### src/rtl/if_fetch_queue.sv
// if_fetch_queue: decoupled instruction-fetch front end. Issues PCs to a
// variable-latency imem, tags in-order responses with their prediction and
// buffers them in a small fetch queue drained by ID. EX redirects flush the
// queue and discard any responses still in flight.

package if_fetch_queue_pkg;
    localparam int unsigned XLEN = 32;

    typedef struct packed {
        logic [XLEN-1:0] pc;
        logic [31:0]     instruction;
        logic [XLEN-1:0] pc_plus4;
        logic            valid_if_id;
    } if_id_reg_t;
endpackage

module if_fetch_queue
    import if_fetch_queue_pkg::*;
#(
    parameter int unsigned     FQ_DEPTH  = 4,
    parameter int unsigned     MAX_OUTST = 2,
    parameter logic [XLEN-1:0] RESET_PC  = 32'h0000_0000
) (
    input  logic            clk,
    input  logic            reset,
    input  logic            pc_stall,
    input  logic            redirect_valid,
    input  logic [XLEN-1:0] redirect_target,
    output logic [XLEN-1:0] pred_pc,
    input  logic            pred_taken,
    input  logic [XLEN-1:0] pred_target,
    output logic            imem_req_valid,
    input  logic            imem_req_ready,
    output logic [XLEN-1:0] imem_req_addr,
    input  logic            imem_resp_valid,
    input  logic [31:0]     imem_resp_data,
    output logic            fq_valid,
    input  logic            id_ready,
    output if_id_reg_t      if_id_out,
    output logic            fq_pred_taken,
    output logic [XLEN-1:0] fq_pred_target
);
    localparam int unsigned CW = $clog2(FQ_DEPTH) + 1;
    localparam int unsigned FW = $clog2(FQ_DEPTH);
    localparam int unsigned PW = (MAX_OUTST > 1) ? $clog2(MAX_OUTST) : 1;

    typedef enum logic [0:0] {FETCH, DRAIN} state_t;

    state_t          state;
    logic [XLEN-1:0] fetch_pc;
    logic [CW-1:0]   inflight;
    logic [CW-1:0]   kill_cnt;
    logic [CW-1:0]   kill_next;
    logic            req_fire;
    logic            fq_push;
    logic            fq_pop;

    // Pending FIFO: one entry per accepted request, popped by every response
    logic [XLEN-1:0] pend_pc     [MAX_OUTST];
    logic            pend_taken  [MAX_OUTST];
    logic [XLEN-1:0] pend_target [MAX_OUTST];
    logic [PW-1:0]   pend_wr;
    logic [PW-1:0]   pend_rd;

    // Fetch queue storage
    logic [XLEN-1:0] fq_pc     [FQ_DEPTH];
    logic [31:0]     fq_instr  [FQ_DEPTH];
    logic [XLEN-1:0] fq_pc4    [FQ_DEPTH];
    logic            fq_taken  [FQ_DEPTH];
    logic [XLEN-1:0] fq_target [FQ_DEPTH];
    logic [FW-1:0]   fq_head;
    logic [FW-1:0]   fq_tail;
    logic [CW-1:0]   fq_count;

    function automatic logic [PW-1:0] next_pend(input logic [PW-1:0] p);
        return (p == PW'(MAX_OUTST - 1)) ? '0 : p + PW'(1);
    endfunction

    // Issue gating (credit rule reserves an FQ slot per request), handshakes, kill count
    always_comb begin
        fq_valid       = (fq_count != '0);
        imem_req_valid = !reset && (state == FETCH) && !pc_stall && !redirect_valid
                         && (inflight < CW'(MAX_OUTST))
                         && (({1'b0, fq_count} + {1'b0, inflight}) < (CW+1)'(FQ_DEPTH));
        req_fire       = imem_req_valid && imem_req_ready;
        kill_next      = inflight - CW'(imem_resp_valid);
        fq_push        = imem_resp_valid && (state == FETCH) && !redirect_valid;
        fq_pop         = fq_valid && id_ready && !redirect_valid;
    end

    // Fetch PC, in-flight count and FETCH/DRAIN state
    always_ff @(posedge clk or posedge reset) begin
        if (reset) begin
            state    <= FETCH;
            fetch_pc <= RESET_PC;
            inflight <= '0;
            kill_cnt <= '0;
        end else begin
            inflight <= inflight + CW'(req_fire) - CW'(imem_resp_valid);
            if (redirect_valid) begin
                // Nothing issues in DRAIN, so kill_cnt == inflight there; reloading from
                // kill_next keeps the count, minus a response dropped in this cycle.
                fetch_pc <= redirect_target & ~XLEN'(3);
                kill_cnt <= kill_next;
                state    <= (kill_next != '0) ? DRAIN : FETCH;
            end else begin
                if (req_fire) begin
                    fetch_pc <= pred_taken ? pred_target : fetch_pc + XLEN'(4);
                end
                if ((state == DRAIN) && imem_resp_valid) begin
                    kill_cnt <= kill_cnt - CW'(1);
                    if (kill_cnt == CW'(1)) begin
                        state <= FETCH;
                    end
                end
            end
        end
    end

    // Pending FIFO: record PC and prediction at issue, release on response
    always_ff @(posedge clk or posedge reset) begin
        if (reset) begin
            pend_wr <= '0;
            pend_rd <= '0;
            for (int unsigned i = 0; i < MAX_OUTST; i++) begin
                pend_pc[i]     <= '0;
                pend_taken[i]  <= 1'b0;
                pend_target[i] <= '0;
            end
        end else begin
            if (req_fire) begin
                pend_pc[pend_wr]     <= fetch_pc;
                pend_taken[pend_wr]  <= pred_taken;
                pend_target[pend_wr] <= pred_target;
                pend_wr              <= next_pend(pend_wr);
            end
            if (imem_resp_valid) begin
                pend_rd <= next_pend(pend_rd);
            end
        end
    end

    // Fetch queue: push live responses at tail, pop on ID handshake, flush on redirect
    always_ff @(posedge clk or posedge reset) begin
        if (reset) begin
            fq_head  <= '0;
            fq_tail  <= '0;
            fq_count <= '0;
            for (int unsigned i = 0; i < FQ_DEPTH; i++) begin
                fq_pc[i]     <= '0;
                fq_instr[i]  <= '0;
                fq_pc4[i]    <= '0;
                fq_taken[i]  <= 1'b0;
                fq_target[i] <= '0;
            end
        end else if (redirect_valid) begin
            fq_head  <= '0;
            fq_tail  <= '0;
            fq_count <= '0;
        end else begin
            if (fq_push) begin
                fq_pc[fq_tail]     <= pend_pc[pend_rd];
                fq_instr[fq_tail]  <= imem_resp_data;
                fq_pc4[fq_tail]    <= pend_pc[pend_rd] + XLEN'(4);
                fq_taken[fq_tail]  <= pend_taken[pend_rd];
                fq_target[fq_tail] <= pend_target[pend_rd];
                fq_tail            <= fq_tail + FW'(1);
            end
            if (fq_pop) begin
                fq_head <= fq_head + FW'(1);
            end
            fq_count <= fq_count + CW'(fq_push) - CW'(fq_pop);
        end
    end

    // Head entry toward ID and fetch address toward imem/predictor
    always_comb begin
        if_id_out.pc          = fq_pc[fq_head];
        if_id_out.instruction = fq_instr[fq_head];
        if_id_out.pc_plus4    = fq_pc4[fq_head];
        if_id_out.valid_if_id = fq_valid;
        fq_pred_taken         = fq_taken[fq_head];
        fq_pred_target        = fq_target[fq_head];
        pred_pc               = fetch_pc;
        imem_req_addr         = fetch_pc;
    end

    // Every response must belong to an outstanding request; counters stay in bounds
    resp_has_owner: assert property (@(posedge clk) disable iff (reset)
        imem_resp_valid |-> (inflight != '0));
    counters_bounded: assert property (@(posedge clk) disable iff (reset)
        (inflight <= CW'(MAX_OUTST)) && (kill_cnt <= inflight));

endmodule

### config.mk
export PLATFORM = sky130hd
export DESIGN_NAME = if_fetch_queue
export DESIGN_NICKNAME = d
export VERILOG_FILES = /design/src/rtl/if_fetch_queue.sv
export SDC_FILE = /design/constraint.sdc
export NUM_CORES = 2
export LEC_CHECK = 0
export ABC_AREA = 1
export CAP_MARGIN = 20
export CELL_PAD_IN_SITES_DETAIL_PLACEMENT = 0
export CELL_PAD_IN_SITES_GLOBAL_PLACEMENT = 2
export CORE_UTILIZATION = 37
export DETAILED_ROUTE_END_ITERATION = 10
export PLACE_DENSITY_LB_ADDON = 0.1
export SYNTH_ARGS = -nofsm -noshare
export SYNTH_HDL_FRONTEND = slang
export SYNTH_SLANG_ARGS = --single-unit
### constraint.sdc
create_clock -name clk -period 49.3 [get_ports clk]
set_input_delay 9.86 -clock clk [delete_from_list [all_inputs] [get_ports clk]]
set_output_delay 9.86 -clock clk [all_outputs]
set_load 0.03 [all_outputs]
=== After elaboration in Yosys (flattened, before gate mapping) ===
Cells that the tools add are included.
Widths: inputs -> output; s select.

* Bits in registers: 694
* Latch bits: 0
* Bits in writable memories: 0
* Bits in read-only memories: 0
* Bits of input ports: 104
* Memories: 0

* Add/subtract/negate cells: 13
* $mul: 0
* Div/mod/pow operators: 0
* Order comparisons: 8
* Eq/ne operators: 1
* Shift-type cells: 0
* Muxes and demuxes: 56
* Bitwise operators: 6
* Reduce and logical (&&, ||, !) cells: 25

{| class="wikitable"
|+ Operator list
! cell !! count
|-
| $mux 32 || 19
|-
| $bwmux 128 || 4
|-
| $bmux 32 s2 || 4
|-
| $bwmux 64 || 2
|-
| $add 32x3->32 const B || 2
|-
| $demux 32 s2 || 1
|-
| $demux 32 s1 || 1
|-
| $logic_and 1x1->1 || 13
|-
| $mux 1 || 13
|-
| $reduce_bool 2->1 || 5
|-
| $mux 3 || 3
|-
| $sub 3x1->3 || 3
|-
| $mux 2 || 4
|-
| $add 3x1->3 || 2
|-
| $ge 3x3->1 const B || 2
|-
| $not 2->3 || 2
|-
| $reduce_bool 3->1 || 2
|-
| $add 2x1->2 const B || 2
|-
| $add 3x3->4 || 1
|-
| $bwmux 4 || 1
|-
| $ge 2x2->1 const B || 2
|-
| $lt 4x3->1 const B || 1
|-
| $not 1->2 || 2
|-
| $reduce_and 2->1 || 2
|-
| 12 further kinds || 16
|}

=== Depth between registers and ports, before layout ===
* Word-level depth: 9
* Depth in mapped cells: 15

=== Worst setup path after synthesis ===
OpenSTA, ideal clock, no wires.

* Path type: input -> output
* Start point: input redirect_valid
* End point: output imem_req_valid
* Data arrival time: 10.471 ns
* Required time: 39.440 ns
* Slack: 28.969 ns
* Cell stages on the path: 4
* Cell sequence: buf_4 -> inv_4 -> nand2_1 -> nor3_4

* Word-level cells in the longest chain between the ends: 4

{| class="wikitable"
|+ Ends and longest elaborated chain
! what !! line !! text
|-
| from (decl) || 27 || <nowiki>input logic redirect_valid,</nowiki>
|-
| $logic_not 1->1 || 82 || <nowiki>imem_req_valid = !reset && (state == FETCH) && !pc_stall && !redirect_valid</nowiki>
|-
| $logic_and 1x1->1 || 82 ||
|-
| $logic_and 1x1->1 || 83 || <nowiki>&& (inflight < CW'(MAX_OUTST))</nowiki>
|-
| $logic_and 1x1->1 || 84 || <nowiki>&& (({1'b0, fq_count} + {1'b0, inflight}) < (CW+1)'(FQ_DEPTH));</nowiki>
|-
| to (decl) || 32 || <nowiki>output logic imem_req_valid,</nowiki>
|}

No other way between the ends.

=== Worst setup path in the final report ===
Ends and elaborated chain as after synthesis.

==> results by group <==
Placed design
  – Worst slack, placed: roughly 27 ns
  – GPL Wtd Cong: 0.800
  – I/O Buffers: 297
  – Final HPWL from detailed placement: 65200 um

Global route
  – GRT Total Usage: between 20% and 30%
  – First-pass GRT wire length: 168000 um
  – Total gr overflow: 0
  – Largest net degree at the start of global routing: ~180
  – Antenna violations before repair: 7
  – Number of global-route vias before repair: around 27000

Synthesis
  – YS warnings: 0
  – Synthesized area per cell: approximately 7.8 um2
  – Synthesized area: 32400 um2
  – Synth cell types: 43
  – Largest cells by area after synthesis: dfrtp_1, nand2_1, o21ai_0, nor2_1, o22ai_1
  – #FFs+latches synth: 686
  – Mapped Cells: approximately 4100
  – Post-synth EDFFs: 0
  – Post-Syn Nets: around 4300
  – Post-synth top area cell: dfrtp_1
  – Async SR Flop Fraction: 100%
  – Part of the Yosys area used for sequential elements: between 50% and 60%
  – Yosys top cell area share: 52.9%
  – Ys flop type: dfrtp_1

Final layout
  – Area growth syn-to-layout: 18.9%
  – Nets: 4373
  – Fraction of layout cells with a size suffix above 1: 5.36%
  – Most frequent cells in the layout: nand2_1, o21ai_0, dfrtp_1, nor2_1, clkdlybuf4s50_1
  – Post-layout util: 44.4%
  – Most common cell after layout, fill and taps aside: nand2_1

Timing
  – Final Hold Viols: 0
  – Worst Max-Slew Pin Slew: 1.08 ns
  – Min Hold Slack: 0.473 ns
  – Final period util: 44.5%
  – Post-route setup slack: between 20 and 30 ns
  – Final min period: 21.92 ns
  – Max Freq: 45.6 MHz
  – Clock Skews: 0.0153 ns
  – Unrepaired setup endpoints after global routing: false
  – Max-slew violation count: 0
  – Post-Route Setup TNS: 0 ns
  – Final Setup Violations: 0
  – Rel. slew slack: 27.7%

Worst setup path
  – Worst path required time: 39.44 ns
  – Worst Path Arrival: approximately 12 ns
  – Slowest CP cell: clkdlybuf4s50_1
  – CP Class: in2out
  – Max incr delay on CP: around 0.70 ns
  – Reg2reg path depth: 10
  – Cell mode on critical path: clkdlybuf4s50_1
  – Crit end category: output port
  – Nature of the critical path startpoint: input port
  – CP cell instances: clkdlybuf4s50_1, buf_4, inv_4, nand2_1, nor3_4, clkdlybuf4s50_1
  – Worst Path Max Fanout: 43

Floorplan
  – Die Area: 88800 um2
  – Top Ports: 300
  – Die Wd: 298 um
  – Die outline height: about 300 um
  – Initial Util: a little under two fifths
  – # rows: 108
  – Core area: 86800 um2

Drt
  – WL per Instance: 19.7 um
  – Drt initial violations: 1679
  – Drt total wl: 108000 um
  – DR vias: between 20000 and 30000
  – Vias per Instance: about 5.0
  – Post-route ant nets: 0
  – DRT Pass-1 Iters: 5
  – Residual DRC: 0

Pwr
  – Combinational fraction of design power: 38.1%
  – Seq pwr share: roughly 34%
  – VDD IR max: 35.4 uV
  – P_leak: about 19 nW
  – Clock power share: between 20% and 30%
  – Psw: 0.879 mW
  – Int Pwr: 1.33 mW
  – Design Power: 2.21 mW
  – Cell Pwr Density: 57.4 nW/um2
  – Switching Fraction: about two fifths

Clock network
  – Total CTS buffers: 82
  – Worst-skew pair later-pin latency: between 0.6 and 0.7 ns
  – Root buf cell: clkbuf_16
  – Worst-path clk slew: 0.06 ns
  – CTS tree: yes
  – CTS HTree Levels: 3
  – Clk sinks: 686
  – Post-CTS Repair Setup Buffers: 0
  – Post-CTS Resized: 0
  – # hold bufs at CTS: 0
  – Clock buffer depth: 3

Worst hold path
  – Hold path depth: 2
  – Worst hold path type: reg2reg

Run
  – Max-cap violations: 0

Outcome
  – Status: completed
## power by group through the flow
stage | clock [mW] | combinational (mW) | sequential, mW
after floorplan | 0 | 0.533 | 0.726
after CTS | 0.642 | 0.859 | 0.746
after global routing | 0.661 | 0.918 | 0.761
after detailed placement | 0 | 0.856 | 0.755
final | 0.624 | 0.844 | 0.746
after global placement | 0 | 0.856 | 0.753
## layout make-up
class                   count  area [um2]
repair buffers            330        3250
flip-flops and latches    686       17200
well taps                1155        1450
fillers                  9080       48200
diodes                      2        5.00
inverters                 181         704
clock inverters            13         183
clock buffers             131        2610
multi-input cells        2969       13200
## registers in the layout, indices dropped and copies added, names as in the netlist
name / flops
fq_instr: 128
pend_taken: 2
fq_head: 2
inflight: 3
pend_rd: 1
fq_target: 128
pend_wr: 1
pend_target: 64
fq_tail: 2
state: 1
imem_req_addr: 32
fq_count: 3
pend_pc: 64
fq_pc4: 120
kill_cnt: 3
fq_taken: 4
fq_pc: 128
## logic make-up (layout without fill, tap and decap cells)
family / Yosys count / after routing / share of synthesized area [%]
simple gates: 2006 / 2006 / 24.1
other cells: 0 / 2 / 0
flops: 686 / 686 / 52.9
fa+ha+maj: 19 / 19 / 0.779
buf+inv: 477 / 655 / 6.53
compound gates: 918 / 918 / 14.9
xor+xnor: 26 / 26 / 0.772
## metal layers
| metal | part of all wire, % | wire, um | vias up | track usage [%] |
|---|---|---|---|---|
| met5 | 0.088 | 95 | - | 0 |
| met4 | 2.3 | 2490 | 14 | 6.00 |
| met3 | 3.7 | 4030 | 154 | 3.32 |
| met2 | 48 | 51400 | 521 | 40.3 |
| met1 | 46 | 49600 | 13215 | 33.5 |
| li1 | - | - | 13489 | - |
## path summary, 6_finish.rpt
path | startpoint | to | slack, ns
max | redirect_valid | imem_req_valid | 27.38
min | fq_target[88] | fq_target[88] | 0.47
max reg2reg | inflight[2] | pend_pc[54] | 45.78
min reg2reg | fq_target[88] | fq_target[88] | 0.47
max in group asynchronous | reset | fq_pc4[58] | 36.24
min in group asynchronous | reset | imem_req_addr[7] | 9.89
## Yosys cell counts (2+ instances only)
library cell and number:
nand2_1 1512, o21ai_0 721, dfrtp_1 686, nor2_1 380, clkbuf_1 197, inv_1 168, o22ai_1 127, nand3_1 60
buf_4 47, buf_2 38, a21oi_1 30, nand2_2 24, o21a_1 19, xor2_1 19, ha_1 17, nor2_2 10
buf_6 9, inv_2 8, nor2_4 6, o211ai_1 6, o21ai_1 5, a31oi_1 4, nor3_1 4, xnor2_1 4
a21o_1 3, buf_1 3, clkinv_1 3, xor2_2 3, fa_1 2, nand2_4 2, nand4_1 2, nor3_4 2
## critical path, delay by kind of cell
| kind | cells | cell delay, ns |
|---|---|---|
| buffers and inverters | 4 | 1.82 |
| and+or+nand+nor | 2 | 0.34 |
## metrics by stage
stage | instances | area (um2)
finish | 5467 | 38600
floorplan | 4132 | 32400
detailed placement | 5321 | 35800
global placement | 5321 | 35800
CTS | 5465 | 38500
global route | 5465 | 38500
Power figures use the tool's default switching activity.
